[config.mk]
export PLATFORM = sky130hd
export DESIGN_NAME = dsp_post_adder_flat
export DESIGN_NICKNAME = d
export VERILOG_FILES = /design/src/rtl/dsp_pkg.sv /design/src/rtl/dsp_post_adder_if.sv /design/src/rtl/dsp_reg_stage.sv /design/src/rtl/dsp_post_adder.sv /design/src/flat_wrapper.sv
export SDC_FILE = /design/constraint.sdc
export NUM_CORES = 1
export LEC_CHECK = 0
export CORE_MARGIN = 5
export CORE_UTILIZATION = 40
export CTS_BUF_LIST = sky130_fd_sc_hd__clkbuf_8
export DETAILED_ROUTE_END_ITERATION = 12
export HOLD_SLACK_MARGIN = 0.06
export PLACE_DENSITY = 0.68
export SKIP_CTS_REPAIR_TIMING = 1
export SYNTH_ARGS = -nofsm -noshare
export SYNTH_HDL_FRONTEND = slang
export SYNTH_SLANG_ARGS = --single-unit
[constraint.sdc]
create_clock -name CLK -period 24.6 [get_ports CLK]
set_clock_uncertainty 0.05 [all_clocks]
set_input_delay 7.38 -clock CLK [delete_from_list [all_inputs] [get_ports CLK]]
set_output_delay 7.38 -clock CLK [all_outputs]
set_load 0.05 [all_outputs]
[src/rtl/dsp_pkg.sv]
// Shared constants for the DSP48A1 post-adder: OPMODE field encodings,
// OPMODE bit positions and datapath widths.
package dsp_pkg;

    localparam int P_W = 48;
    localparam int M_W = 36;

    // X mux select, OPMODE[1:0]
    localparam logic [1:0] X_ZERO = 2'b00;
    localparam logic [1:0] X_M    = 2'b01;
    localparam logic [1:0] X_P    = 2'b10;
    localparam logic [1:0] X_DAB  = 2'b11;

    // Z mux select, OPMODE[3:2]
    localparam logic [1:0] Z_ZERO = 2'b00;
    localparam logic [1:0] Z_PCIN = 2'b01;
    localparam logic [1:0] Z_P    = 2'b10;
    localparam logic [1:0] Z_C    = 2'b11;

    // OPMODE bit positions owned by the post-adder
    localparam int OPM_CIN = 5;
    localparam int OPM_SUB = 7;

endpackage

[src/rtl/dsp_post_adder_if.sv]
// Operand, control and result bundle of the post-adder. The master side
// drives operands and enables; the slave side (the post-adder) returns
// the pre-PREG result and carry-out.
interface dsp_post_adder_if;

    logic [dsp_pkg::P_W-1:0] C;
    logic [dsp_pkg::M_W-1:0] M;
    logic [17:0]             D;
    logic [17:0]             A;
    logic [17:0]             B;
    logic [dsp_pkg::P_W-1:0] PCIN;
    logic [dsp_pkg::P_W-1:0] P_FB;
    logic [7:0]              OPMODE;
    logic                    CARRYIN;
    logic                    CEC;
    logic                    CEOPMODE;
    logic                    CECARRYIN;
    logic                    CECARRYOUT;
    logic [dsp_pkg::P_W-1:0] P_PRE;
    logic                    CARRYOUT;
    logic                    CARRYOUTF;

    modport master (
        output C, M, D, A, B, PCIN, P_FB, OPMODE, CARRYIN,
               CEC, CEOPMODE, CECARRYIN, CECARRYOUT,
        input  P_PRE, CARRYOUT, CARRYOUTF
    );

    modport slave (
        input  C, M, D, A, B, PCIN, P_FB, OPMODE, CARRYIN,
               CEC, CEOPMODE, CECARRYIN, CECARRYOUT,
        output P_PRE, CARRYOUT, CARRYOUTF
    );

endinterface

[src/rtl/dsp_reg_stage.sv]
// Optional pipeline register with clock enable and asynchronous active-low
// clear. With REG = 0 the output is the input and the flop is left
// unloaded, so synthesis removes it.
module dsp_reg_stage #(
    parameter int WIDTH = 1,
    parameter int REG   = 1
) (
    input  logic             CLK,
    input  logic             RSTN,
    input  logic             CE,
    input  logic [WIDTH-1:0] D,
    output logic [WIDTH-1:0] Q_mux
);

    logic [WIDTH-1:0] q;

    // Capture D on enabled edges; reset clears without waiting for a clock
    always_ff @(posedge CLK or negedge RSTN) begin
        if (!RSTN) begin
            q <= '0;
        end else if (CE) begin
            q <= D;
        end
    end

    assign Q_mux = (REG != 0) ? q : D;

endmodule

[src/rtl/dsp_post_adder.sv]
// DSP48A1 post-adder/subtracter: selects X and Z per the effective OPMODE,
// forms Z + X + CIN or Z - (X + CIN) in 49 bits and presents the low 48
// bits to PREG together with the (optionally registered) carry-out.
module dsp_post_adder
    import dsp_pkg::*;
#(
    parameter int CREG        = 1,
    parameter int OPMODEREG   = 1,
    parameter int CARRYINREG  = 1,
    parameter int CARRYOUTREG = 1,
    parameter int CARRYINSEL  = 0
) (
    input logic             CLK,
    input logic             RSTN,
    dsp_post_adder_if.slave bus
);

    logic [P_W-1:0] c_eff;
    logic [7:0]     opm_eff;
    logic           cin_sel;
    logic           cin_eff;
    logic [P_W-1:0] x_mux;
    logic [P_W-1:0] z_mux;
    logic [P_W:0]   sum;
    logic           cyo_eff;
    logic           unused_bits;

    // Carry-in source is chosen from the raw OPMODE, ahead of its register
    assign cin_sel = (CARRYINSEL != 0) ? bus.OPMODE[OPM_CIN] : bus.CARRYIN;

    dsp_reg_stage #(.WIDTH(P_W), .REG(CREG)) u_c_reg (
        .CLK   (CLK),
        .RSTN  (RSTN),
        .CE    (bus.CEC),
        .D     (bus.C),
        .Q_mux (c_eff)
    );

    dsp_reg_stage #(.WIDTH(8), .REG(OPMODEREG)) u_opmode_reg (
        .CLK   (CLK),
        .RSTN  (RSTN),
        .CE    (bus.CEOPMODE),
        .D     (bus.OPMODE),
        .Q_mux (opm_eff)
    );

    dsp_reg_stage #(.WIDTH(1), .REG(CARRYINREG)) u_cin_reg (
        .CLK   (CLK),
        .RSTN  (RSTN),
        .CE    (bus.CECARRYIN),
        .D     (cin_sel),
        .Q_mux (cin_eff)
    );

    // Operand muxes and 49-bit add/subtract; OPMODE = 0 yields zero operands
    always_comb begin
        x_mux = '0;
        z_mux = '0;
        case (opm_eff[1:0])
            X_ZERO:  x_mux = '0;
            X_M:     x_mux = {{(P_W-M_W){1'b0}}, bus.M};
            X_P:     x_mux = bus.P_FB;
            X_DAB:   x_mux = {bus.D[11:0], bus.A, bus.B};
            default: x_mux = '0;
        endcase
        case (opm_eff[3:2])
            Z_ZERO:  z_mux = '0;
            Z_PCIN:  z_mux = bus.PCIN;
            Z_P:     z_mux = bus.P_FB;
            Z_C:     z_mux = c_eff;
            default: z_mux = '0;
        endcase
        if (opm_eff[OPM_SUB]) begin
            sum = {1'b0, z_mux} - ({1'b0, x_mux} + {{P_W{1'b0}}, cin_eff});
        end else begin
            sum = {1'b0, z_mux} + {1'b0, x_mux} + {{P_W{1'b0}}, cin_eff};
        end
    end

    dsp_reg_stage #(.WIDTH(1), .REG(CARRYOUTREG)) u_cyo_reg (
        .CLK   (CLK),
        .RSTN  (RSTN),
        .CE    (bus.CECARRYOUT),
        .D     (sum[P_W]),
        .Q_mux (cyo_eff)
    );

    assign bus.P_PRE     = sum[P_W-1:0];
    assign bus.CARRYOUT  = cyo_eff;
    assign bus.CARRYOUTF = cyo_eff;

    // D[17:12] and the pre-adder OPMODE bits are not consumed here
    assign unused_bits = ^{bus.D[17:12], opm_eff[6], opm_eff[4]};

endmodule

[src/flat_wrapper.sv]
// flat-port wrapper written by rule: the top's interface ports become plain ports
module dsp_post_adder_flat import dsp_pkg::*;
#(
    parameter int CREG        = 1,
    parameter int OPMODEREG   = 1,
    parameter int CARRYINREG  = 1,
    parameter int CARRYOUTREG = 1,
    parameter int CARRYINSEL  = 0
)
  (CLK, RSTN, bus_C, bus_M, bus_D, bus_A, bus_B, bus_PCIN, bus_P_FB, bus_OPMODE, bus_CARRYIN, bus_CEC, bus_CEOPMODE, bus_CECARRYIN, bus_CECARRYOUT, bus_P_PRE, bus_CARRYOUT, bus_CARRYOUTF);
  dsp_post_adder_if bus_i ();
  input logic CLK;
  input logic RSTN;
  input wire logic [$bits(bus_i.C)-1:0] bus_C;
  input wire logic [$bits(bus_i.M)-1:0] bus_M;
  input wire logic [$bits(bus_i.D)-1:0] bus_D;
  input wire logic [$bits(bus_i.A)-1:0] bus_A;
  input wire logic [$bits(bus_i.B)-1:0] bus_B;
  input wire logic [$bits(bus_i.PCIN)-1:0] bus_PCIN;
  input wire logic [$bits(bus_i.P_FB)-1:0] bus_P_FB;
  input wire logic [$bits(bus_i.OPMODE)-1:0] bus_OPMODE;
  input wire logic [$bits(bus_i.CARRYIN)-1:0] bus_CARRYIN;
  input wire logic [$bits(bus_i.CEC)-1:0] bus_CEC;
  input wire logic [$bits(bus_i.CEOPMODE)-1:0] bus_CEOPMODE;
  input wire logic [$bits(bus_i.CECARRYIN)-1:0] bus_CECARRYIN;
  input wire logic [$bits(bus_i.CECARRYOUT)-1:0] bus_CECARRYOUT;
  output wire logic [$bits(bus_i.P_PRE)-1:0] bus_P_PRE;
  output wire logic [$bits(bus_i.CARRYOUT)-1:0] bus_CARRYOUT;
  output wire logic [$bits(bus_i.CARRYOUTF)-1:0] bus_CARRYOUTF;
  assign bus_i.C = bus_C;
  assign bus_i.M = bus_M;
  assign bus_i.D = bus_D;
  assign bus_i.A = bus_A;
  assign bus_i.B = bus_B;
  assign bus_i.PCIN = bus_PCIN;
  assign bus_i.P_FB = bus_P_FB;
  assign bus_i.OPMODE = bus_OPMODE;
  assign bus_i.CARRYIN = bus_CARRYIN;
  assign bus_i.CEC = bus_CEC;
  assign bus_i.CEOPMODE = bus_CEOPMODE;
  assign bus_i.CECARRYIN = bus_CECARRYIN;
  assign bus_i.CECARRYOUT = bus_CECARRYOUT;
  assign bus_P_PRE = bus_i.P_PRE;
  assign bus_CARRYOUT = bus_i.CARRYOUT;
  assign bus_CARRYOUTF = bus_i.CARRYOUTF;
  dsp_post_adder #(.CREG(CREG), .OPMODEREG(OPMODEREG), .CARRYINREG(CARRYINREG), .CARRYOUTREG(CARRYOUTREG), .CARRYINSEL(CARRYINSEL)) u_core (.CLK(CLK), .RSTN(RSTN), .bus(bus_i));
endmodule
[Word-level counts from Yosys, hierarchy flattened]
Index checks and enable logic that the tools add are counted.
Word-level totals
  register bits after elaboration: 58
  input bits: 249
  logic and storage cells: 19
Cells by class
  add/sub/neg operators: 4
  eq/ne operators: 6
  mux-type cells: 3
  reductions and logical operators: 2
Operators by type and width (number)
  $pmux W48 S4: 2
  $add A48 B1 Y49: 1
  $add A48 B48 Y49: 1
  $add A49 B1 Y49: 1
  $mux W49: 1
  $sub A48 B49 Y49: 1
  $eq A2 B2 Y1 const B: 4
  $eq A2 B1 Y1 const B: 2
  $logic_not A2 Y1: 2

[Logic depth before layout (Yosys ltp)]
  depth after elaboration: 5
  mapped depth: 19

[By module]
A second synthesis with hierarchy kept.
Second synthesis, totals
  cell total of the unflattened synthesis: 1423
  area total of the unflattened synthesis: 11466.0 um2
Modules (own cells, without submodules)
  dsp_post_adder: instances 1, cells each 1301, area each 9193.8 um2, sequential area each 0.0 um2
  dsp_reg_stage at u_core.u_c_reg: instances 1, cells each 101, area each 1860.5 um2, sequential area each 1201.2 um2
  dsp_reg_stage at u_core.u_opmode_reg: instances 1, cells each 17, area each 331.6 um2, sequential area each 200.2 um2
  dsp_reg_stage at u_core.u_cin_reg ...: instances 2, cells each 2, area each 40.0 um2, sequential area each 25.0 um2

[Worst setup path after synthesis]
OpenSTA, ideal clock, no wires.
  path kind: input -> output
  start point: in bus_B[0]
  end point: out bus_P_PRE[40]
  arrival: 11441 ps
  data required time: 17170 ps
  path slack: 5729 ps
  stages: 13
  buffers on the path: 0
  cells stage by stage: mux2_2 a22oi_1 fa_1 fa_1 and2b_1 o31a_1 o21ai_0 o31ai_2 a31oi_1 o41a_1 o21bai_1 mux2_2 nor3_1
Between the ends
  longest elaborated chain between the ends: 4
RTL lines
  start, declared: RTL line flat_wrapper.sv:18  | input wire logic [$bits(bus_i.B)-1:0] bus_B;
  $pmux W48 S4 *: RTL line dsp_post_adder.sv:59  | case (opm_eff[1:0])
  $add A48 B48 Y49 / $add A48 B1 Y49 (equally long branches): RTL line dsp_post_adder.sv:76, dsp_post_adder.sv:74
  $add A49 B1 Y49 / $sub A48 B49 Y49 (equally long branches): RTL line dsp_post_adder.sv:76, dsp_post_adder.sv:74
  $mux W49 *: RTL line dsp_post_adder.sv:73  | if (opm_eff[OPM_SUB]) begin
  end, declared: RTL line flat_wrapper.sv:27  | output wire logic [$bits(bus_i.P_PRE)-1:0] bus_P_PRE;
Every way passes the cells marked *; elsewhere a longest branch is shown, timed or not.

[Worst setup path in the final report]
  start point: in bus_B[0]
  end point: out bus_P_PRE[30]
Same word-level chain as after synthesis.

==> results.cfg <==
[placement]
post-dp-hpwl_um = 34100
dp_slack_ps = 4490
place_area_um2 = 13900
gp_congestion = 0.952
portBuffers = 289

[layout]
antenna_cells = 0
stdcell_area_um2 = 14000
drive_above_1_share_pct = 11.0
register_area_um2 = 1380
area_growth_pct = 29.4
nNetsFinal = 1993
num-fill-cells = 2612
utilization_pct = 52.4
multi_input_area_um2 = 8740

[floorplan]
die_width_um = 175
die_h_um = 175
pin_count = 299
fp-row-count = 60
core_um2 = 26800
start_util_pct = 40.5
fp.dieArea_um2 = 30500

[power_and_ir_drop]
power_switching_uw = 682
p_comb_share_pct = 86.5
p_int_uw = 507
leakage_uw = 0.00609
swShare_pct = 57.4
p_clk_share_pct = 4.6
sequentialPowerShare_pct = 8.9
power.density_nw_per_um2 = 84.7
ir_drop_uv = 56.8

[grt]
grt_pass1_vias = 10960
grt_pass1_wl_um = 62300
antenna_found_initial = 0
gr-total-overflow = 0
grt_usage_pct = 25.3
grt_max_degree = 90

[synthesis]
ys_ff_latch = 55
syn_inst = 1372
synthTopCellsByArea = ha_1, mux2_2, dfrtp_1, a22o_1, a21oi_1
netlist_area_um2 = 10800
async_flop_share_pct = 100
yosys.area.top_type = ha_1
synth_top_cell_area_share_pct = 16.0
synth_fp_nets = 1764
synthFlopType = dfrtp_1
synth_area_per_cell_um2 = 7.90
ys_types = 69
seq_area_frac_synth_pct = 12.7
synth_edf_count = 0
synth_warnings = 0

[critical_path]
reg2reg_depth = 14
end_kind = primary output
rr_endpoint = u_core.u_cyo_reg.Q_mux
r2r-start = u_core.u_opmode_reg.Q_mux[0]
worstPathArrival_ps = 12760
cp_max_fo = 6
path_cells = clkdlybuf4s50_1 > mux2_2 > a22oi_1 > inv_1 > fa_1 > inv_1 > fa_1 > o21ai_0 > a211oi_1 > o2111ai_1 > a21oi_1 > a2111oi_2 > o21ai_1 > a21boi_0 > xor2_1 > mux2i_1 > clkdlybuf4s50_1
r2r_slack_ps = 19350
setup.worst_path.class = in -> out
worstSetupStartpointType = primary input
crit_start = bus_B[0]
required_ps = 17170
cp_slowest_cell = clkdlybuf4s50_1
slowest_delay_ps = 860

[hold_path]
hold_depth = 1
min_to = u_core.u_c_reg.Q_mux[14]
min_path_type = reg -> reg
worstHoldStart = u_core.u_c_reg.Q_mux[14]

[timing]
tightest_slew_ps = 1200
fin_tns_setup_ps = 0
min_period_ps = 20190
slew_violations = 0
setup_viol = 0
max_freq_mhz = 49.5
slew_headroom_pct = 20.1
fin_crit_sh_pct = 82.1
rsz0062_at_grt = no
hold_viol_final = 0
setup_slack_ps = 4410

[status]
status = finished, final reports clean

[drt]
drc = 0
drt_iter0_markers = 999
avgViaCountPerCell = 5.78
wirelength_um = 40800
wl_per_cell_um = 21.0
vias = 11226
dr.pass1.iters = 5
antenna_left = 0

[clocking]
clock_latency_ps = 330
cts_buffers = 5
h-tree-depth = 2
cts_tree = yes
path_clk_slew_ps = 100
clock_sink_count = 55
cts_buffer_depth = 2
root_buffer = clkbuf_8

[run]
drv_cap = 0
## synthesized netlist by cell type (all sizes together) (12+ instances only)
| library cell | n |
|---|---|
| nor3 | 24 |
| inv | 119 |
| mux2i | 22 |
| mux2 | 139 |
| o21ai | 83 |
| o21bai | 12 |
| nand3 | 25 |
| clkbuf | 67 |
| xnor2 | 44 |
| a21oi | 116 |
| o21a | 14 |
| nor2 | 64 |
| xor2 | 40 |
| a31oi | 14 |
| a22o | 79 |
| nor2b | 20 |
| nand4 | 20 |
| a21o | 44 |
| dfrtp | 55 |
| ha | 139 |
| nand2 | 102 |
## sequential cells by signal, indices dropped and copies added, names as in the netlist
name,flops
u_core.u_cin_reg.Q_mux,1
u_core.u_cyo_reg.Q_mux,1
u_core.u_opmode_reg.Q_mux,5
u_core.u_c_reg.Q_mux,48
## per-layer routing
layer / routed length [µm] / track usage (%) / vias to the layer above
met4: 982 / 6.12 / 0
met5: 0 / 0 / -
li1: - / - / 5441
met3: 2730 / 3.74 / 53
met2: 18100 / 40.1 / 414
met1: 18900 / 36.2 / 5318
## placed cells by master (no fill, tap or decap), drive strengths merged, types with 55 or more instances in the layout
cell	count
o21ai	83
nand2	102
mux2	139
dfrtp	55
a22o	79
nor2	64
clkdlybuf4s50	287
ha	139
a21oi	116
inv	120
## metrics by stage
stage | hold slack (ps) | std cells | power (µW)
2_1_floorplan | 425 | 1372 | 815
3_3_place_gp | 435 | 1935 | 1120
3_5_place_dp | 442 | 1935 | 1120
4_1_cts | 468 | 1943 | 1180
5_1_grt | 488 | 1943 | 1270
6_report | 465 | 1943 | 1190
## critical path: cells and delay by family
family,cells,cell delay (ps)
buffers and inverters,4,1520
muxes,2,550
AOI/OAI and AO/OA,8,2500
xor gates and xnor gates,1,200
adders and majority gates,2,600
## area by class of cell
cell class	count	area share (%)
Clock buffer	5	0.490
Clock inverter	3	0.169
Inverter	119	3.18
Multi-Input combinational cell	1123	62.3
Sequential cell	55	9.85
Tap cell	341	3.04
Timing Repair Buffer	297	21.0
## how the worst max path moves through the flow
| stage | to | slack, ps | cells after the start |
|---|---|---|---|
| 6_report | bus_P_PRE[30] | 4410 | 17 |
| 5_1_grt | bus_P_PRE[30] | 4240 | 17 |
| 4_1_cts | bus_P_PRE[30] | 4460 | 17 |
| 3_5_place_dp | bus_P_PRE[30] | 4490 | 17 |
| 3_3_place_gp | bus_P_PRE[30] | 4480 | 16 |
| 2_1_floorplan | bus_P_PRE[40] | 5730 | 13 |
## cell families after synthesis
| kind of cell | synth area share, % |
|---|---|
| adder cells (fa/ha/maj) | 16.8 |
| flip-flops | 12.7 |
| AND/OR/NAND/NOR | 12.9 |
| multiplexers | 16.5 |
| XOR/XNOR | 6.78 |
| AO/OA/AOI/OAI | 27.5 |
| buffers and inverters | 6.82 |
## power by group through the flow
stage,logic [µW],registers (µW),clock network (µW)
after floorplan,709,106,0
after global placement,1010,107,0
after detailed placement,1010,108,0
after CTS,1020,106,56.8
after global routing,1100,107,60.0
final,1030,106,54.6
(Power assumes the default switching activity.)
